$ cat config.mk
export PLATFORM = sky130hd
export DESIGN_NAME = boot_loader
export DESIGN_NICKNAME = d
export VERILOG_FILES = /design/src/rtl/boot_loader_pkg.sv /design/src/rtl/boot_loader_word_asm.sv /design/src/rtl/boot_loader.sv
export SDC_FILE = /design/constraint.sdc
export NUM_CORES = 1
export LEC_CHECK = 0
export ABC_AREA = 1
export CORE_MARGIN = 1
export CORE_UTILIZATION = 35
export CTS_CLUSTER_SIZE = 8
export DETAILED_ROUTE_END_ITERATION = 7
export SYNTH_ARGS = -nofsm -noshare
export SYNTH_HDL_FRONTEND = slang
export SYNTH_HIERARCHICAL = 1
export SYNTH_SLANG_ARGS = --single-unit
$ cat constraint.sdc
create_clock -name clk -period 5.3 [get_ports clk]
set_input_delay 1.59 -clock clk [delete_from_list [all_inputs] [get_ports clk]]
set_output_delay 1.59 -clock clk [all_outputs]
set_load 0.02 [all_outputs]
$ cat src/rtl/boot_loader_pkg.sv
// Shared definitions for the boot loader: FSM state encoding, frame magic byte
// and word-count width.
package boot_loader_pkg;

    typedef enum logic [2:0] {
        S_IDLE   = 3'd0,
        S_LEN_HI = 3'd1,
        S_LEN_LO = 3'd2,
        S_DATA   = 3'd3,
        S_WRITE  = 3'd4,
        S_CSUM   = 3'd5,
        S_DONE   = 3'd6,
        S_ERR    = 3'd7
    } boot_state_t;

    localparam logic [7:0] BOOT_MAGIC = 8'hA5;
    localparam int         CNT_W      = 16;

    // States in which the loader is willing to take a byte from the source.
    function automatic logic state_accepts(input boot_state_t s);
        return (s == S_IDLE) || (s == S_LEN_HI) || (s == S_LEN_LO) ||
               (s == S_DATA) || (s == S_CSUM);
    endfunction

endpackage

$ cat src/rtl/boot_loader_word_asm.sv
// Big-endian word assembler: shifts payload bytes into a 32-bit word, counts
// bytes within the word and keeps the running XOR of every payload byte.
module boot_word_asm
    import boot_loader_pkg::*;
(
    input  logic        clk,
    input  logic        rst,
    input  logic        clr,
    input  logic        byte_valid,
    input  logic [7:0]  byte_in,
    output logic [31:0] word,
    output logic        word_full,
    output logic [7:0]  csum
);

    logic [31:0] word_q, word_d;
    logic [1:0]  cnt_q, cnt_d;
    logic [7:0]  csum_q, csum_d;

    always_comb begin
        word_d = word_q;
        cnt_d  = cnt_q;
        csum_d = csum_q;
        if (clr) begin
            word_d = '0;
            cnt_d  = '0;
            csum_d = '0;
        end else if (byte_valid) begin
            word_d = {word_q[23:0], byte_in};
            cnt_d  = cnt_q + 2'd1;
            csum_d = csum_q ^ byte_in;
        end
    end

    always_ff @(posedge clk) begin
        if (!rst) begin
            word_q <= '0;
            cnt_q  <= '0;
            csum_q <= '0;
        end else begin
            word_q <= word_d;
            cnt_q  <= cnt_d;
            csum_q <= csum_d;
        end
    end

    // Asserted while the fourth byte of a word is being accepted.
    assign word_full = byte_valid && (cnt_q == 2'd3);
    assign word      = word_q;
    assign csum      = csum_q;

endmodule

$ cat src/rtl/boot_loader.sv
// Framed byte-stream loader: writes a checksummed program image into
// instruction memory and holds the core in reset until the image is verified.
module boot_loader
    import boot_loader_pkg::*;
#(
    parameter logic [31:0] BASE_ADDR = 32'h0000_0000,
    parameter int unsigned MAX_WORDS = 1024
) (
    input  logic        clk,
    input  logic        rst,
    input  logic        rx_valid,
    input  logic [7:0]  rx_data,
    output logic        rx_ready,
    output logic        imem_we,
    output logic [31:0] imem_addr,
    output logic [31:0] imem_wdata,
    output logic        cpu_hold,
    output logic        done,
    output logic        err
);

    boot_state_t      state_q, state_d;
    logic             rx_ready_q, rx_ready_d;
    logic             imem_we_q, imem_we_d;
    logic [31:0]      imem_addr_q, imem_addr_d;
    logic             cpu_hold_q, cpu_hold_d;
    logic             done_q, done_d;
    logic             err_q, err_d;
    logic [7:0]       len_hi_q, len_hi_d;
    logic [CNT_W-1:0] words_left_q, words_left_d;

    logic             accept;
    logic             asm_clr;
    logic             asm_valid;
    logic             word_full;
    logic [7:0]       run_csum;
    logic [CNT_W-1:0] count_w;

    // A byte transfers only when both sides agree in the same cycle:
    // rx_valid && rx_ready. The source must hold the byte otherwise.
    assign accept    = rx_valid && rx_ready_q;
    assign asm_valid = accept && (state_q == S_DATA);
    assign count_w   = {len_hi_q, rx_data};

    boot_word_asm u_word_asm (
        .clk        (clk),
        .rst        (rst),
        .clr        (asm_clr),
        .byte_valid (asm_valid),
        .byte_in    (rx_data),
        .word       (imem_wdata),
        .word_full  (word_full),
        .csum       (run_csum)
    );

    always_comb begin
        state_d      = state_q;
        len_hi_d     = len_hi_q;
        words_left_d = words_left_q;
        imem_addr_d  = imem_addr_q;
        asm_clr      = 1'b0;
        case (state_q)
            S_IDLE: begin
                if (accept && (rx_data == BOOT_MAGIC)) begin
                    state_d = S_LEN_HI;
                    asm_clr = 1'b1;
                end
            end
            S_LEN_HI: begin
                if (accept) begin
                    len_hi_d = rx_data;
                    state_d  = S_LEN_LO;
                end
            end
            S_LEN_LO: begin
                if (accept) begin
                    words_left_d = count_w;
                    if (32'(count_w) > MAX_WORDS) begin
                        state_d = S_ERR;
                    end else if (count_w == '0) begin
                        state_d = S_CSUM;
                    end else begin
                        state_d = S_DATA;
                    end
                end
            end
            S_DATA: begin
                if (word_full) begin
                    state_d = S_WRITE;
                end
            end
            S_WRITE: begin
                imem_addr_d  = imem_addr_q + 32'd4;
                words_left_d = words_left_q - 16'd1;
                state_d      = (words_left_q == 16'd1) ? S_CSUM : S_DATA;
            end
            S_CSUM: begin
                if (accept) begin
                    state_d = (rx_data == run_csum) ? S_DONE : S_ERR;
                end
            end
            S_DONE:  state_d = S_DONE;
            S_ERR:   state_d = S_ERR;
            default: state_d = S_ERR;
        endcase

        // Outputs are registered from the next state so they line up with it.
        rx_ready_d = state_accepts(state_d);
        imem_we_d  = (state_d == S_WRITE);
        done_d     = (state_d == S_DONE);
        err_d      = (state_d == S_ERR);
        cpu_hold_d = (state_d != S_DONE);
    end

    always_ff @(posedge clk) begin
        if (!rst) begin
            state_q      <= S_IDLE;
            rx_ready_q   <= 1'b0;
            imem_we_q    <= 1'b0;
            imem_addr_q  <= BASE_ADDR;
            cpu_hold_q   <= 1'b1;
            done_q       <= 1'b0;
            err_q        <= 1'b0;
            len_hi_q     <= '0;
            words_left_q <= '0;
        end else begin
            state_q      <= state_d;
            rx_ready_q   <= rx_ready_d;
            imem_we_q    <= imem_we_d;
            imem_addr_q  <= imem_addr_d;
            cpu_hold_q   <= cpu_hold_d;
            done_q       <= done_d;
            err_q        <= err_d;
            len_hi_q     <= len_hi_d;
            words_left_q <= words_left_d;
        end
    end

    assign rx_ready  = rx_ready_q;
    assign imem_we   = imem_we_q;
    assign imem_addr = imem_addr_q;
    assign cpu_hold  = cpu_hold_q;
    assign done      = done_q;
    assign err       = err_q;

endmodule

* Word-level counts from Yosys, hierarchy flattened
Cells that the tools add are included.
** Operators by class
- $add $sub $neg :: 3
- Bitwise operators :: 2
- Reductions and logical operators :: 15
- Order comparisons :: 1
- Muxes and demuxes :: 14
- Equal/unequal tests :: 20
** Operators by type and width (count)
- $add 32x3->32 const B :: 1
- $pmux 16 s2 :: 1
- $eq 3x3->1 const B :: 8
- $mux 3 :: 8
- $pmux 3 s8 :: 1
- $eq 16x1->1 const B :: 1
- $gt 16x11->1 const B :: 1
- $logic_not 16->1 :: 1
- $mux 16 :: 1
- $sub 16x1->16 const B :: 1
- $eq 3x2->1 const B :: 4
- $eq 8x8->1 :: 1
- $eq 8x8->1 const B :: 1
- $xor 8x8->8 :: 1
- $eq 3x1->1 const B :: 2
- $logic_not 3->1 :: 2
- $logic_and 1x1->1 :: 4
- $logic_or 1x1->1 :: 4
- $reduce_and 2->1 :: 2
- $mux 1 :: 3
- $ne 3x3->1 const B :: 1
- $add 2x1->2 const B :: 1
- $eq 2x2->1 const B :: 1
- $ne 2x2->1 const B :: 1
- 3 further kinds :: 3
** Storage, ports and cells
- Logic and storage cells :: 67
- Flip-flop bits (word level) :: 106
- Output and inout port bits :: 69

* Depth between registers and ports, before layout
Gate-level depths: netlist of the first run.
- Depth after elaboration :: 10
- Gate-level depth with buffers :: 13

* By module
The synthesis of the first run kept the hierarchy.
** By module, submodules not included
- boot_loader :: area an instance 3719.8 um^2, cells an instance 576, instances 1
- boot_word_asm :: area an instance 1634.1 um^2, cells an instance 197, instances 1

* Least setup slack after synthesis of the first run
No wires, ideal clock.
- Path kind :: input port to flip-flop
- From :: input port rx_valid
- To :: register cpu_hold_q, in the netlist cpu_hold
- Path slack :: 2401 ps
- Setup time :: 132 ps
- Data arrival time :: 2767 ps
- Data required time :: 5168 ps
- Stages :: 11
- Cells stage by stage :: nand2_1 nor2_1 buf_6 buf_6 nand2_1 inv_1 nor2_1 nor3_1 nand3_1 nor2_1 nand3_1
** Between the ends
- Cells in the longest elaborated chain, start to end :: 6
- Elaborated cells between the ends (all ways) :: 11
** RTL lines
- start: declaration :: RTL line boot_loader.sv:11 : input logic rx_valid,
- $logic_and 1x1->1 :: RTL line boot_loader.sv:41 : assign accept = rx_valid && rx_ready_q;
- $logic_and 1x1->1 :: RTL line boot_loader.sv:42 : assign asm_valid = accept && (state_q == S_DATA);
- via asm_valid :: RTL line boot_loader.sv:34 : logic asm_valid;
- $logic_and 1x1->1 :: RTL line boot_loader_word_asm.sv:48 : assign word_full = byte_valid && (cnt_q == 2'd3);
- via word_full :: RTL line boot_loader.sv:35 : logic word_full;
- $mux 3 :: RTL line boot_loader.sv:88 : if (word_full) begin
- $pmux 3 s8 :: RTL line boot_loader.sv:62 : case (state_q)
- $ne 3x3->1 :: RTL line boot_loader.sv:112 : cpu_hold_d = (state_d != S_DONE);
- end signal: assignment :: RTL line boot_loader.sv:131 : cpu_hold_q <= cpu_hold_d;
- end: declaration :: RTL line boot_loader.sv:26 : logic cpu_hold_q, cpu_hold_d;
The timed path passes the listed nets, and every way through them passes these cells.
A chain may end at the register's enable or synchronous reset.

* Worst setup path after layout of the first run
- From :: input port rx_data[2]
- To :: register u_word_asm.word_q[17], in the netlist u_word_asm/word[17]
** Between the ends
- Cells in the longest elaborated chain, start to end :: 5
** RTL lines
- start: declaration :: RTL line boot_loader.sv:12 : input logic [7:0] rx_data,
- $eq 8x8->1 :: RTL line boot_loader.sv:64 : if (accept && (rx_data == BOOT_MAGIC)) begin
- $logic_and 1x1->1 :: RTL line boot_loader.sv:64
- $mux 1 :: RTL line boot_loader.sv:64
- $mux 1 :: RTL line boot_loader.sv:62
- via asm_clr :: RTL line boot_loader.sv:33 : logic asm_clr;
- $reduce_or 2->1 (no source line)
- end signal: assignment :: RTL line boot_loader_word_asm.sv:41 : word_q <= word_d;
- end: declaration :: RTL line boot_loader_word_asm.sv:16 : logic [31:0] word_q, word_d;
The timed path passes the listed nets, and every way through them passes these cells.

==> results_dict.tcl, run 1 <==
set metrics [dict create \
    muxShareOfSynthArea 0 \
    synth_area_per_cell_um2 6.93 \
    cp-start-kind "input pin" \
    cts_hold_buf 0 \
    gp_congestion 0.866 \
    synth_cells 773 \
    antenna_cells 0 \
    synthDistinctLibCells 50 \
    rsz0062_at_grt "no" \
    root_buffer "clkbuf_16" \
    synthAdderAreaFrac 0.00935 \
    crit_slowest_cell "clkdlybuf4s50_1" \
    ys.flop_type "dfxtp_1" \
    dp_slack_ps 1660 \
    cts_tree "built" \
    drtPass1Iterations 7 \
    finalNetCount 853 \
    clk_pin_slew_worst_paths_ps 70 \
    grt_overflow_total 0 \
    clk_path_buf_depth 2 \
    crit_type "input pin to register" \
    first_global_vias 4789 \
    r2r_start "state_q[2]$_SDFF_PN0_" \
    die_area_um2 15800 \
    synth_top_family_by_area "simple AND/OR/NAND/NOR gates" \
    layout_common_cells "nand2_1, dfxtp_1, nor2_1" \
    dieHeight_um 126 \
    crit_path_max_incr_delay_ps 650 \
    r2r_cells 7 \
    synthXorXnorAreaFrac 0.0196 \
    worst_pin_slew_ps 817 \
    slew_violations 0 \
    drc 1 \
    syn-cell-area_um2 5350 \
    drt_iter0_markers 270 \
    max_freq_ghz 0.306 \
    vias 4967 \
    synth-compound-area-share 0.135 \
    synthToLayoutAreaGrowth_pct 20.7 \
    track_usage 0.182 \
    finalSetupTns_ps 0 \
    path_cells "clkdlybuf4s50_1 > inv_1 > nor3_1 > nand2_1 > inv_1 > inv_1 > nand2_2 > a21oi_1" \
    htree_num_levels 3 \
    maxCapViolCount 0 \
    reg2reg_to "imem_addr[28]$_SDFFE_PN0P_" \
    min_period_over_period 0.617 \
    routed_wire_length_per_instance_um 13.4 \
    ys_ff_latch 104 \
    worstHoldPathCells 2 \
    totalPowerFinal_mw 1.49 \
    crit_fanout 33 \
    portBuffers 77 \
    hold_violations 0 \
    outcome "finished with violations" \
    worstHoldEndpoint "u_word_asm/word[31]$_SDFFE_PP0P_" \
    slew_headroom 0.453 \
    avgViaCountPerCell 4.85 \
    required_ps 5500 \
    grt_max_degree 53 \
    p_leak_nw 2.47 \
    drive_above_1_share 0.0773 \
    cts_resized 0 \
    fin_skew_ps 6.12 \
    post-route-util 0.438 \
    die_x_um 126 \
    worst-r2r-setup-slack_ps 3180 \
    start_util 0.363 \
    crit_arrival_ps 3470 \
    grt_pass1_wl_um 23400 \
    worst_slack_ps 2030 \
    antenna_left 0 \
    seq_area_frac_synth 0.389 \
    worst_path_most_repeated_cell "inv_1" \
    async_reset_ff_frac 0 \
    synth_edf_count 0 \
    violations "design-rule violations" \
    synth-simple-area-share 0.351 \
    final_common_cell "nand2_1" \
    max-vdd-ir-drop_mv 0.140 \
    power_density_nw_per_um2 230 \
    clock-sinks 104 \
    cts_buffers 9 \
    fp.coreArea_um2 14800 \
    min_period_ps 3270 \
    path_buf_inv 4 \
    setup_viol 0 \
    yosys_warnings 6 \
    clk_latency_ps 360 \
    fp-row-count 44 \
    antenna_found_initial 0 \
    hp-start "u_word_asm/word[31]$_SDFFE_PP0P_" \
    post-cts-setup-buffers 0 \
    path_delay_family "buffers and inverters" \
    hp-class "register to register" \
    routed_wl_um 13700 \
    endpoint_kind "register" \
    io_pins 80 \
    hpwl_um 9820 \
]
[Yosys cell counts, types with 2 or more instances]
master	number	area [um2]
dfxtp_1	104	2080
nand3_1	41	205
o21ai_0	16	80.1
buf_4	2	15.0
nand3b_1	7	52.6
xnor2_1	3	26.3
o21ai_1	10	50.1
clkbuf_1	7	26.3
nand2_1	236	886
buf_6	10	113
a21oi_2	16	140
ha_1	4	50.1
inv_1	68	255
o211ai_1	2	15.0
o21a_1	2	15.0
a31oi_1	3	18.8
nor3_2	2	20.0
nand4_1	9	56.3
nor4_1	3	18.8
buf_2	6	30.0
nor2_2	5	31.3
inv_2	9	33.8
nand3_4	2	35.0
nor3_1	11	55.1
o22ai_1	2	12.5
nand4_4	2	42.5
a21oi_1	67	335
nor2_4	3	33.8
nor2_1	91	342
nand3_2	2	20.0
xor2_1	9	78.8
[worst min-delay path, cell delays in order, from the launching register on]
cell and delay, ps:
dfxtp_1 310, nand2_1 60, a21oi_1 50
[layout make-up]
cell class / instances / area (um2)
Clock buffer: 11 / 233
Clock inverter: 3 / 45.0
Fill cell: 1544 / 8290
Inverter: 80 / 308
Multi-Input combinational cell: 563 / 2770
Sequential cell: 104 / 2080
Tap cell: 184 / 230
Timing Repair Buffer: 80 / 793
[kinds of logic after synthesis]
group,after synthesis
simple gates,421
compound gates,124
buf+inv,107
flops,104
xor+xnor,12
fa+ha+maj,4
other cells,1
[metal layers]
layer	vias up	global-route usage	wire (um)	part of all wire
met1	2243	0.246	6810	0.50
met4	0	0.0753	279	0.020
met2	98	0.284	6090	0.44
met5	-	0	0	0
li1	2605	-	-	-
met3	21	0.0340	527	0.038
[sequential cells by signal, indices dropped and copies added (netlist names)]
register	cells
state_q	3
u_word_asm/cnt_q	2
done	1
err	1
len_hi_q	8
words_left_q	16
rx_ready	1
imem_addr	30
u_word_asm/word	32
imem_we	1
cpu_hold	1
u_word_asm/csum	8
[stage by stage]
step	cells	area (um2)	hold WS (ps)
after floorplan	774	5360	439
after global placement	1011	6190	453
after detailed placement	1011	6190	458
after CTS	1025	6460	470
after global routing	1025	6460	491
final	1025	6460	467
[where the power goes]
group	total, mW	leakage [nW]	internal (mW)	switching [mW]
Sequential	0.782	0.838	0.781	0.000323
Combinational	0.0485	1.50	0.0145	0.0340
Clock	0.656	0.128	0.362	0.294
Total	1.49	2.47	1.16	0.329
[worst max-delay path by stage]
stage | start | end | slack (ps) | cells past startpoint
final | rx_data[2] | u_word_asm/word[17]$_SDFFE_PP0P_ | 2030 | 8
after global routing | rx_data[2] | u_word_asm/word[27]$_SDFFE_PP0P_ | 1770 | 8
after detailed placement | rx_data[2] | u_word_asm/word[16]$_SDFFE_PP0P_ | 1660 | 8
after floorplan | rx_valid | cpu_hold$_SDFF_PN1_ | 2400 | 11
after global placement | rx_data[2] | u_word_asm/word[23]$_SDFFE_PP0P_ | 1690 | 8
after CTS | rx_data[4] | u_word_asm/word[16]$_SDFFE_PP0P_ | 2030 | 9
(Power assumes the default switching activity.)
==> run 2: changes to the inputs <==
Clock period 5.3 ns to 2.8 ns, I/O delays scaled along.
==> run 2 against run 1 <==
The run still ends with design-rule violations left. Cell count is 0.78% higher. Clock-buffer cell count grew 1. Hold slack is essentially flat. Clock power rose by 97%. Register-to-register slack got worse by 2300 ps. Largest cell class unchanged. Highest routed layer unchanged.
==> results_dict.tcl, run 2 (synthesis gave the netlist of run 1 again) <==
set metrics [dict create \
    pwr-share-seq 0.516 \
    clk_pin_slew_worst_paths_ps 70 \
    setup_viol 0 \
    grt_pass1_wl_um 21800 \
    max_freq_ghz 0.429 \
    crit_start "imem_addr[22]$_SDFFE_PN0P_" \
    finalNetCount 859 \
    max-vdd-ir-drop_mv 0.280 \
    multi_input_area_um2 2770 \
    crit_slowest_cell "clkdlybuf4s50_1" \
    fin_skew_ps 10.3 \
    cts_buffers 9 \
    cts_tree "built" \
    required_ps 1960 \
    fp.coreArea_um2 14800 \
    path_cells "clkdlybuf4s50_1" \
    netSwitchingPower_mw 0.630 \
    antenna_left 0 \
    final_common_cell "nand2_1" \
    start_util 0.363 \
    cp-start-kind "register" \
    p_leak_nw 2.53 \
    gp_congestion 0.874 \
    track_usage 0.173 \
    die_area_um2 15800 \
    fp-row-count 44 \
    hold_violations 0 \
    crit_arrival_ps 1490 \
    power_density_nw_per_um2 437 \
    routed_wl_um 13300 \
    clk_path_buf_depth 2 \
    htree_num_levels 3 \
    synthToLayoutAreaGrowth_pct 22.4 \
    maxCapViolCount 0 \
    min_period_over_period 0.832 \
    io_pins 80 \
    swShare 0.220 \
    hp-class "register to register" \
    layout_common_cells "nand2_1, dfxtp_1, nor2_1" \
    post-cts-setup-buffers 0 \
    drtPass1Iterations 6 \
    clkPwrFrac 0.449 \
    first_global_vias 4395 \
    finalSetupTns_ps 0 \
    totalPowerFinal_mw 2.87 \
    dieHeight_um 126 \
    slew_violations 0 \
    hp-start "u_word_asm/word[25]$_SDFFE_PP0P_" \
    largest_reg_flops 32 \
    path_buf_inv 1 \
    cts_hold_buf 0 \
    rsz0062_at_grt "no" \
    drive_above_1_share 0.0860 \
    vias 4924 \
    antenna_cells 0 \
    antenna_found_initial 0 \
    p_comb_frac 0.035 \
    cts_resized 0 \
    crit_fanout 8 \
    outcome "finished with violations" \
    drc 1 \
    portBuffers 77 \
    hpwl_um 9640 \
    drt_iter0_markers 293 \
    die_x_um 126 \
    filler_cell_count 1488 \
    grt_overflow_total 0 \
    min_period_ps 2330 \
    crit_type "register to output port" \
    clock-sinks 104 \
    clk_latency_ps 350 \
    avgViaCountPerCell 4.77 \
    crit_path_max_incr_delay_ps 660 \
    power.internal_mw 2.23 \
    routed_wire_length_per_instance_um 12.9 \
    r2r_start "state_q[2]$_SDFF_PN0_" \
    regArea_um2 2080 \
    endpoint_kind "output port" \
    grt_max_degree 53 \
    violations "design-rule violations" \
    root_buffer "clkbuf_16" \
    path_delay_family "buffers and inverters" \
]
## run 2: path summary, 6_finish.rpt
check | to | slack [ps] | cells past startpoint
setup / recovery | imem_addr[22] | 470 | 1
hold / removal | u_word_asm/word[25]$_SDFFE_PP0P_ | 470 | 2
setup reg to reg | imem_addr[19]$_SDFFE_PN0P_ | 850 | 7
hold reg to reg | u_word_asm/word[25]$_SDFFE_PP0P_ | 470 | 2
## run 2: area by class of cell
class                   count  share of cell area
clock buffers              12              0.0376
clock inverters             4             0.00802
inverters                  80              0.0470
multi-input cells         563               0.423
flip-flops and latches    104               0.318
well taps                 184              0.0351
repair buffers             86               0.132
## run 2: layer usage
metal	GRT usage	routed length, um	part of all wire
met1	0.240	6870	0.52
met2	0.265	5760	0.43
met3	0.0331	494	0.037
met4	0.0624	166	0.012
met5	0	0	0
## run 2: power groups by stage
stage	Clock (mW)	Combinational [mW]	Sequential, mW
floorplan	0	0.0491	1.51
global route	1.39	0.110	1.48
CTS	1.32	0.0992	1.48
global placement	0	0.0993	1.51
finish	1.29	0.0990	1.48
detailed placement	0	0.0987	1.51
## run 2: metrics by stage
step | cell area [um2] | utilization | hold WS (ps) | instances | setup WS (ps)
floorplan | 5360 | - | 439 | 774 | 651
global placement | 6260 | 0.424 | 451 | 1017 | 154
finish | 6560 | 0.444 | 467 | 1033 | 470
CTS | 6560 | 0.444 | 467 | 1033 | 459
detailed placement | 6260 | 0.424 | 458 | 1017 | 173
global route | 6560 | 0.444 | 484 | 1033 | 390
